### config.mk
export PLATFORM = sky130hd
export DESIGN_NAME = mips_mdu
export DESIGN_NICKNAME = d
export VERILOG_FILES = /design/src/rtl/mips_mdu_pkg.sv /design/src/rtl/mips_mdu_step.sv /design/src/rtl/mips_mdu.sv
export SDC_FILE = /design/constraint.sdc
export NUM_CORES = 1
export LEC_CHECK = 0
export ABC_AREA = 0
export CAP_MARGIN = 20
export CORE_MARGIN = 1.5
export CORE_UTILIZATION = 35
export DETAILED_ROUTE_END_ITERATION = 7
export GPL_ROUTABILITY_DRIVEN = 0
export GPL_TIMING_DRIVEN = 0
export HOLD_SLACK_MARGIN = 0.05
export SETUP_SLACK_MARGIN = 0.2
export SKIP_CTS_REPAIR_TIMING = 1
export SLEW_MARGIN = 20
export SYNTH_ARGS = -nofsm -noshare
export SYNTH_HDL_FRONTEND = slang
export SYNTH_HIERARCHICAL = 1
export SYNTH_SLANG_ARGS = --single-unit
### constraint.sdc
create_clock -name clk -period 6.1 [get_ports clk]
set_input_delay 1.525 -clock clk [delete_from_list [all_inputs] [get_ports clk]]
set_output_delay 1.525 -clock clk [all_outputs]
set_load 0.01 [all_outputs]
### src/rtl/mips_mdu_pkg.sv
// Shared definitions for the mips_mdu multiply/divide unit: op encodings,
// FSM state type and the default datapath width.
package mips_mdu_pkg;

  localparam int unsigned MDU_WIDTH = 32;

  typedef enum logic [1:0] {
    OP_MULT  = 2'b00,
    OP_MULTU = 2'b01,
    OP_DIV   = 2'b10,
    OP_DIVU  = 2'b11
  } mdu_op_e;

  typedef enum logic [1:0] {
    IDLE  = 2'b00,
    CALC  = 2'b01,
    FIXUP = 2'b10,
    DONE  = 2'b11
  } mdu_state_e;

  function automatic logic op_is_div(input logic [1:0] op);
    return op[1];
  endfunction

  function automatic logic op_is_signed(input logic [1:0] op);
    return (op == OP_MULT) || (op == OP_DIV);
  endfunction

endpackage

### src/rtl/mips_mdu_step.sv
// One radix-2 iteration of the MDU engine: shift-add multiply step, or a
// restoring-divide step when MIPS_MDU_DIV_EN is defined.
module mips_mdu_step
  import mips_mdu_pkg::*;
#(
  parameter int unsigned WIDTH = MDU_WIDTH
) (
`ifdef MIPS_MDU_DIV_EN
  input  logic             div_i,
`endif
  input  logic [WIDTH-1:0] acc_i,
  input  logic [WIDTH-1:0] lsr_i,
  input  logic [WIDTH-1:0] opd_i,
  output logic [WIDTH-1:0] acc_o,
  output logic [WIDTH-1:0] lsr_o
);

  logic [WIDTH:0] sum;
`ifdef MIPS_MDU_DIV_EN
  logic [WIDTH:0] rem;
  logic [WIDTH:0] trial;
`endif

  always_comb begin
    // {acc, lsr} acts as one 2*WIDTH shift register; the multiplier drains
    // out of lsr while product bits fill in from the top.
    sum   = {1'b0, acc_i} + (lsr_i[0] ? {1'b0, opd_i} : '0);
    acc_o = sum[WIDTH:1];
    lsr_o = {sum[0], lsr_i[WIDTH-1:1]};
`ifdef MIPS_MDU_DIV_EN
    rem   = {acc_i, lsr_i[WIDTH-1]};
    trial = rem - {1'b0, opd_i};
    if (div_i) begin
      // Partial remainder stays below the divisor, so bit WIDTH of the
      // trial difference is a reliable borrow.
      if (!trial[WIDTH]) begin
        acc_o = trial[WIDTH-1:0];
        lsr_o = {lsr_i[WIDTH-2:0], 1'b1};
      end else begin
        acc_o = rem[WIDTH-1:0];
        lsr_o = {lsr_i[WIDTH-2:0], 1'b0};
      end
    end
`endif
  end

endmodule

### src/rtl/mips_mdu.sv
// Iterative MULT/MULTU/DIV/DIVU unit owning HI/LO. The divider is compiled
// only when MIPS_MDU_DIV_EN is defined; otherwise DIV/DIVU complete at once.
module mips_mdu
  import mips_mdu_pkg::*;
#(
  parameter int unsigned WIDTH = MDU_WIDTH
) (
  input  logic             clk,
  input  logic             rst_n,
  input  logic             start,
  input  logic [1:0]       op,
  input  logic [WIDTH-1:0] op_a,
  input  logic [WIDTH-1:0] op_b,
  input  logic             mthi,
  input  logic             mtlo,
  output logic             busy,
  output logic             done,
  output logic             div0,
  output logic [WIDTH-1:0] hi,
  output logic [WIDTH-1:0] lo
);

  localparam int unsigned CW = $clog2(WIDTH + 1);

  mdu_state_e       state_q;
  logic [CW-1:0]    cnt_q;
  logic [WIDTH-1:0] acc_q, lsr_q, opd_q;
  logic [WIDTH-1:0] hi_q, lo_q;
  logic             busy_q, done_q, neg_q;
`ifdef MIPS_MDU_DIV_EN
  logic [WIDTH-1:0] a_q;
  logic             div_q, rneg_q, bzero_q, div0_q;
`endif

  logic             is_signed, a_neg, b_neg;
  logic [WIDTH-1:0] a_abs, b_abs;
  logic [WIDTH-1:0] step_acc, step_lsr;
  logic [2*WIDTH-1:0] prod;
  logic [WIDTH-1:0] fix_hi_d, fix_lo_d;

  always_comb begin
    is_signed = op_is_signed(op);
    a_neg     = is_signed & op_a[WIDTH-1];
    b_neg     = is_signed & op_b[WIDTH-1];
    a_abs     = a_neg ? -op_a : op_a;
    b_abs     = b_neg ? -op_b : op_b;
  end

  mips_mdu_step #(.WIDTH(WIDTH)) u_step (
`ifdef MIPS_MDU_DIV_EN
    .div_i (div_q),
`endif
    .acc_i (acc_q),
    .lsr_i (lsr_q),
    .opd_i (opd_q),
    .acc_o (step_acc),
    .lsr_o (step_lsr)
  );

  always_comb begin
    prod = {acc_q, lsr_q};
    if (neg_q) prod = -prod;
    fix_hi_d = prod[2*WIDTH-1:WIDTH];
    fix_lo_d = prod[WIDTH-1:0];
`ifdef MIPS_MDU_DIV_EN
    // Quotient takes the XOR sign, remainder follows the dividend.
    if (div_q) begin
      fix_lo_d = neg_q  ? -lsr_q : lsr_q;
      fix_hi_d = rneg_q ? -acc_q : acc_q;
      if (bzero_q) begin
        fix_lo_d = '1;
        fix_hi_d = a_q;
      end
    end
`endif
  end

  always_ff @(posedge clk or negedge rst_n) begin
    if (!rst_n) begin
      state_q <= IDLE;
      cnt_q   <= '0;
      acc_q   <= '0;
      lsr_q   <= '0;
      opd_q   <= '0;
      hi_q    <= '0;
      lo_q    <= '0;
      busy_q  <= 1'b0;
      done_q  <= 1'b0;
      neg_q   <= 1'b0;
`ifdef MIPS_MDU_DIV_EN
      a_q     <= '0;
      div_q   <= 1'b0;
      rneg_q  <= 1'b0;
      bzero_q <= 1'b0;
      div0_q  <= 1'b0;
`endif
    end else begin
      done_q <= 1'b0;
      case (state_q)
        IDLE, DONE: begin
          if (mthi) hi_q <= op_a;
          if (mtlo) lo_q <= op_a;
          if (!start) begin
            state_q <= IDLE;
`ifndef MIPS_MDU_DIV_EN
          end else if (op_is_div(op)) begin
            state_q <= DONE;
            done_q  <= 1'b1;
`endif
          end else begin
            state_q <= CALC;
            busy_q  <= 1'b1;
            cnt_q   <= '0;
            acc_q   <= '0;
            lsr_q   <= a_abs;
            opd_q   <= b_abs;
            neg_q   <= a_neg ^ b_neg;
`ifdef MIPS_MDU_DIV_EN
            a_q     <= op_a;
            div_q   <= op_is_div(op);
            rneg_q  <= a_neg;
            bzero_q <= (op_b == '0);
`endif
          end
        end
        CALC: begin
          acc_q <= step_acc;
          lsr_q <= step_lsr;
          cnt_q <= cnt_q + 1'b1;
          if (32'(cnt_q) == WIDTH - 1) state_q <= FIXUP;
        end
        FIXUP: begin
          hi_q    <= fix_hi_d;
          lo_q    <= fix_lo_d;
          busy_q  <= 1'b0;
          done_q  <= 1'b1;
          state_q <= DONE;
`ifdef MIPS_MDU_DIV_EN
          if (div_q) div0_q <= bzero_q;
`endif
        end
        default: begin
          state_q <= IDLE;
          busy_q  <= 1'b0;
        end
      endcase
    end
  end

  assign busy = busy_q;
  assign done = done_q;
  assign hi   = hi_q;
  assign lo   = lo_q;
`ifdef MIPS_MDU_DIV_EN
  assign div0 = div0_q;
`else
  assign div0 = 1'b0;
`endif

endmodule
== Yosys cells after proc, flatten, opt, wreduce, memory -nomap -nowiden ==
Cells that the tools add are included.
Cells by class
  add/subtract/negate cells: 5
  equality and inequality tests: 10
  multiplexer cells: 27
  bitwise operators: 4
  reduce and logical (&&, ||, !) cells: 11
Operator list (count)
  two-way mux 32 bit: 9
  one-hot mux 32 bit (2 select lines): 4
  two-way mux 64 bit: 1
  negation 32 bit: 2
  negation 64 bit: 1
  adder 32 x 33 -> 33 bit: 1
  two-way mux 6 bit: 2
  one-hot mux 6 bit (2 select lines): 1
  inequality test 2 bit (second input constant): 5
  AND reduction 3 bit: 3
  adder 6 x 1 -> 6 bit (second input constant): 1
  equality test 2 bit (second input constant): 3
  equality test 6 x 5 -> 1 bit (second input constant): 1
  two-way mux 2 bit: 3
  one-hot mux 2 bit (3 select lines): 1
  zero test 2 bit: 2
  two-way mux 1 bit: 4
  one-hot mux 1 bit (2 select lines): 2
  AND reduction 2 bit: 2
  nonzero test 2 bit: 2
  bitwise AND 1 bit: 2
  equality test 2 x 1 -> 1 bit (second input constant): 1
  OR reduction 2 bit: 1
  logical OR 1 bit: 1
  other kinds (2): 2
Word-level totals
  register bits: 171
  input port bits: 71
  output and inout port bits: 67
  logic and storage cells: 67

== Logic depth before layout (Yosys ltp) ==
Gate-level depths: netlist of run 1.
  word-level depth: 7
  mapped depth: 13
  depth with buffers taken out: 12

== Modules after synthesis ==
The synthesis of run 1 kept the hierarchy.
By module, submodules not included
  mips_mdu: instances 1, cells each 1149, area each 9830.7 sq um, seq. area each 4279.1 sq um
  mips_mdu_step: instances 1, cells each 295, area each 2187.1 sq um, seq. area each 0.0 sq um

== Worst setup path after synthesis of run 1 ==
No wires, ideal clock.
  path kind: input -> register
  start point: input op_a[2]
  end point: register lsr_q[29]
  setup time: 0.129 ns
  arrival: 3.178 ns
  data required time: 5.971 ns
  setup slack: 2.793 ns
  stages on the path: 7
  buffers on the path: 1
  cell sequence: clkbuf_1 -> nor4_2 -> nand4_1 -> nor3_1 -> a31oi_1 -> xnor2_1 -> o22ai_1
On the way
  longest elaborated chain between the ends: 5
RTL lines
  start: declaration: line mips_mdu.sv:12  | input logic [WIDTH-1:0] op_a,
  negation 32 bit: line mips_mdu.sv:45  | a_abs = a_neg ? -op_a : op_a;
  two-way mux 32 bit: line mips_mdu.sv:45
  two-way mux 32 bit: line mips_mdu.sv:106  | end else if (op_is_div(op)) begin
  two-way mux 32 bit: line mips_mdu.sv:103  | if (!start) begin
  one-hot mux 32 bit (2 select lines): line mips_mdu.sv:99  | case (state_q)
  end signal: assignment: line mips_mdu.sv:115  | lsr_q <= a_abs;
  end signal: assignment: line mips_mdu.sv:128  | lsr_q <= step_lsr;
  end: declaration: line mips_mdu.sv:27  | logic [WIDTH-1:0] acc_q, lsr_q, opd_q;
No other way between the ends. The select of a mux whose other input is x is not followed.
A chain may end at the register's enable or synchronous reset.

== Final worst setup path of run 1 ==
  start point: input op_a[4]
  end point: register lsr_q[29]
The elaborated chain is that of the path after synthesis.

==> results of run 1 <==
==> metrics by stage <==
stage | cells | power (mW) | setup slack [ps] | area [sq um] | util
finish | 2059 | 6.89 | 2140 | 14500 | 0.431
global route | 2059 | 7.41 | 2000 | 14500 | 0.431
CTS | 2059 | 6.90 | 2220 | 14500 | 0.431
detailed placement | 2028 | 5.80 | 1780 | 14000 | 0.414
global placement | 2027 | 5.73 | -3780 | 13900 | 0.413
floorplan | 1444 | 4.36 | 2790 | 12000 | -
==> logic make-up after synthesis <==
| logic type | synth area share |
|---|---|
| adder cells (fa/ha/maj) | 0.0412 |
| AO/OA/AOI/OAI | 0.217 |
| multiplexers | 0.0108 |
| buffers and inverters | 0.0535 |
| XOR/XNOR | 0.110 |
| other | 0.000312 |
| AND/OR/NAND/NOR | 0.211 |
| flip-flops | 0.356 |
==> flip-flops by register name, indices dropped and copies added, names as in the netlist <==
name / cells
acc_q: 32
hi: 32
lo: 32
lsr_q: 32
opd_q: 32
cnt_q: 6
state_q: 2
busy: 1
done: 1
neg_q: 1
==> metal layers <==
| layer | GRT usage | wire length (um) | vias to the layer above |
|---|---|---|---|
| met5 | 0 | 0 | - |
| met4 | 0.0693 | 902 | 0 |
| met3 | 0.0264 | 1680 | 47 |
| met2 | 0.362 | 17900 | 307 |
| met1 | 0.281 | 17300 | 5254 |
| li1 | - | - | 5437 |
==> how the worst max path moves through the flow <==
| stage | startpoint | end | slack, ps | cells past startpoint |
|---|---|---|---|---|
| finish | op_a[4] | lsr_q[29]$_DFFE_PN0P_ | 2140 | 7 |
| global route | op_a[4] | lsr_q[29]$_DFFE_PN0P_ | 2000 | 7 |
| CTS | op_a[4] | lsr_q[29]$_DFFE_PN0P_ | 2220 | 7 |
| detailed placement | op_a[4] | lsr_q[29]$_DFFE_PN0P_ | 1780 | 7 |
| global placement | rst_n | opd_q[28]$_DFFE_PN0P_ | -3780 | 1 |
| floorplan | op_a[2] | lsr_q[29]$_DFFE_PN0P_ | 2790 | 7 |
==> critical path: cells and delay by family <==
family	cells	cell delay, ps
AND/OR/NAND/NOR	3	1710
AO/OA/AOI/OAI	2	280
XOR/XNOR	1	190
buffers and inverters	1	540
==> placed cells by master, fill, tap and decap left out, drive strengths merged, types with 18 or more instances in the layout <==
master and n:
xor2 95, clkbuf 88, a21oi 93, nor2 76
and2 32, buf 44, nand2 221, inv 24
clkdlybuf4s50 134, dfrtp 171, xnor2 56, a21o 25
o31ai 34, or3 34, nor3 18, nor3b 19
o21ai 163, nand3 46, o41ai 23, ha 38
==> where the power goes <==
| part | internal [mW] | switching [mW] |
|---|---|---|
| sequential | 1.61 | 0.449 |
| combinational | 1.50 | 2.23 |
| clock | 0.605 | 0.495 |
| total | 3.71 | 3.17 |
==> final cells by class <==
cell class	instances	area, sq um	area share
Timing Repair Buffer	136	1380	0.0952
Inverter	23	86.3	0.00594
Clock buffer	18	429	0.0295
Tap cell	448	561	0.0386
Sequential cell	171	4280	0.294
Multi-Input combinational cell	1138	7100	0.488
Buffer	112	557	0.0383
Clock inverter	13	146	0.0101
==> flow_metrics.tcl, run 1 <==
set metrics [dict create \
    synth_warnings 6 \
    rrSetupSlack_ps 2850 \
    clockBufferDepth 2 \
    ys_seq_area_frac 0.356 \
    grt_max_degree 96 \
    antenna_cells 0 \
    cts_tree "yes" \
    synthFlopType "dfrtp_1" \
    antenna_found_initial 0 \
    p_leak_nw 6.34 \
    nets 1709 \
    synth_seq_cells 171 \
    fillers 3430 \
    critPathRequiredTime_ps 6400 \
    synthArstFlopShare 1.00 \
    worstHoldEndpoint "opd_q[27]$_DFFE_PN0P_" \
    slowest_delay_ps 730 \
    max_freq_mhz 253 \
    die_h_um 188 \
    ir_drop_mv 0.262 \
    worstRegToRegCells 7 \
    finClkSkew_ps 11.9 \
    hold_viol 0 \
    grt_pass1_vias 10840 \
    grt_usage 0.213 \
    dieArea_sq_um 35500 \
    placementRows 67 \
    post-route-period-util 0.649 \
    synth_nets 1554 \
    synth_cells 1444 \
    crit_path_start_kind "input pin" \
    drc 0 \
    crit_fanout 9 \
    vias_per_cell 5.36 \
    finalMaxSlewViolations 0 \
    status "finished, final reports clean" \
    dr.pass1.iters 6 \
    portBuffers 135 \
    core_region_area_sq_um 33700 \
    via_count 11045 \
    yosysTopAreaCell "dfrtp_1" \
    critPathKind "in2reg" \
    holdWs_ps 472 \
    endpoint_kind "flip-flop" \
    netlist_area_sq_um 12000 \
    syn_to_final_growth_pct 21.0 \
    worstMarginPinSlew_ps 1010 \
    hold_path_startpoint "opd_q[27]$_DFFE_PN0P_" \
    numCtsBuffers 17 \
    fin_crit_ps 3960 \
    grt_overflow 0 \
    finalSetupViolCount 0 \
    hp-class "reg2reg" \
    drt_iter0_markers 834 \
    clockRootBuffer "clkbuf_16" \
    clock-sinks 171 \
    yosys-top-cells-area "dfrtp_1 36%, xor2_1 6.9%, nand2_1 6.9%" \
    wirelength_um 37800 \
    postSynthAreaPerCell_sq_um 8.32 \
    avgRoutedWirePerCell_um 18.3 \
    netlist.area_leader.share 0.356 \
    grt_pass1_wl_um 59400 \
    power_density_nw_per_um2 474 \
    fp.dieW_um 188 \
    synth_edf_count 0 \
    synth_cell_types 67 \
    synthTopCellsByCount "220 x nand2_1, 171 x dfrtp_1, 155 x o21ai_0, 95 x xor2_1, 91 x a21oi_1" \
    tns_ps 0 \
    drive_above_1_share 0.0621 \
    initial_utilization 0.357 \
    synth.most_common_cell "nand2_1" \
    dp_hpwl_um 29400 \
    cp.arrival_ps 4260 \
    relSlewSlack 0.327 \
    drtAntennaViolNets 0 \
    reg2reg_from "lsr_q[12]$_DFFE_PN0P_" \
    min_path_cells 2 \
    worstSkewPairLatency_ps 440 \
    cap_violations 0 \
    pin_count 138 \
    rsz0062_at_grt "no" \
    cts.clk_slew.worst_paths_ps 70 \
    h-tree-depth 4 \
    crit_path_top_delay_cell "nor4_2" \
    path_cells "clkdlybuf4s50_1 > nor4_2 > nand4_1 > nor3_1 > a31oi_1 > xnor2_1 > o22ai_1" \
    r2r_end "hi[23]$_DFFE_PN0P_" \
]
Note: power is estimated with default switching activity, not from simulation.
==> inputs of run 2 (changes only) <==
- clock period: 6.1 -> 3.9 ns (I/O delays scaled with it)
==> results of run 2 <==
Same layout as run 1 (identical final DEF). Status: finished, final reports clean.
Main changes from that run: setup slack after placement 1780 ps -> 128 ps; setup slack after layout 2140 ps -> 494 ps; register-to-register setup slack 2850 ps -> 650 ps; total power 6.89 mW -> 10.8 mW; worst IR drop on VDD 0.262 mV -> 0.410 mV
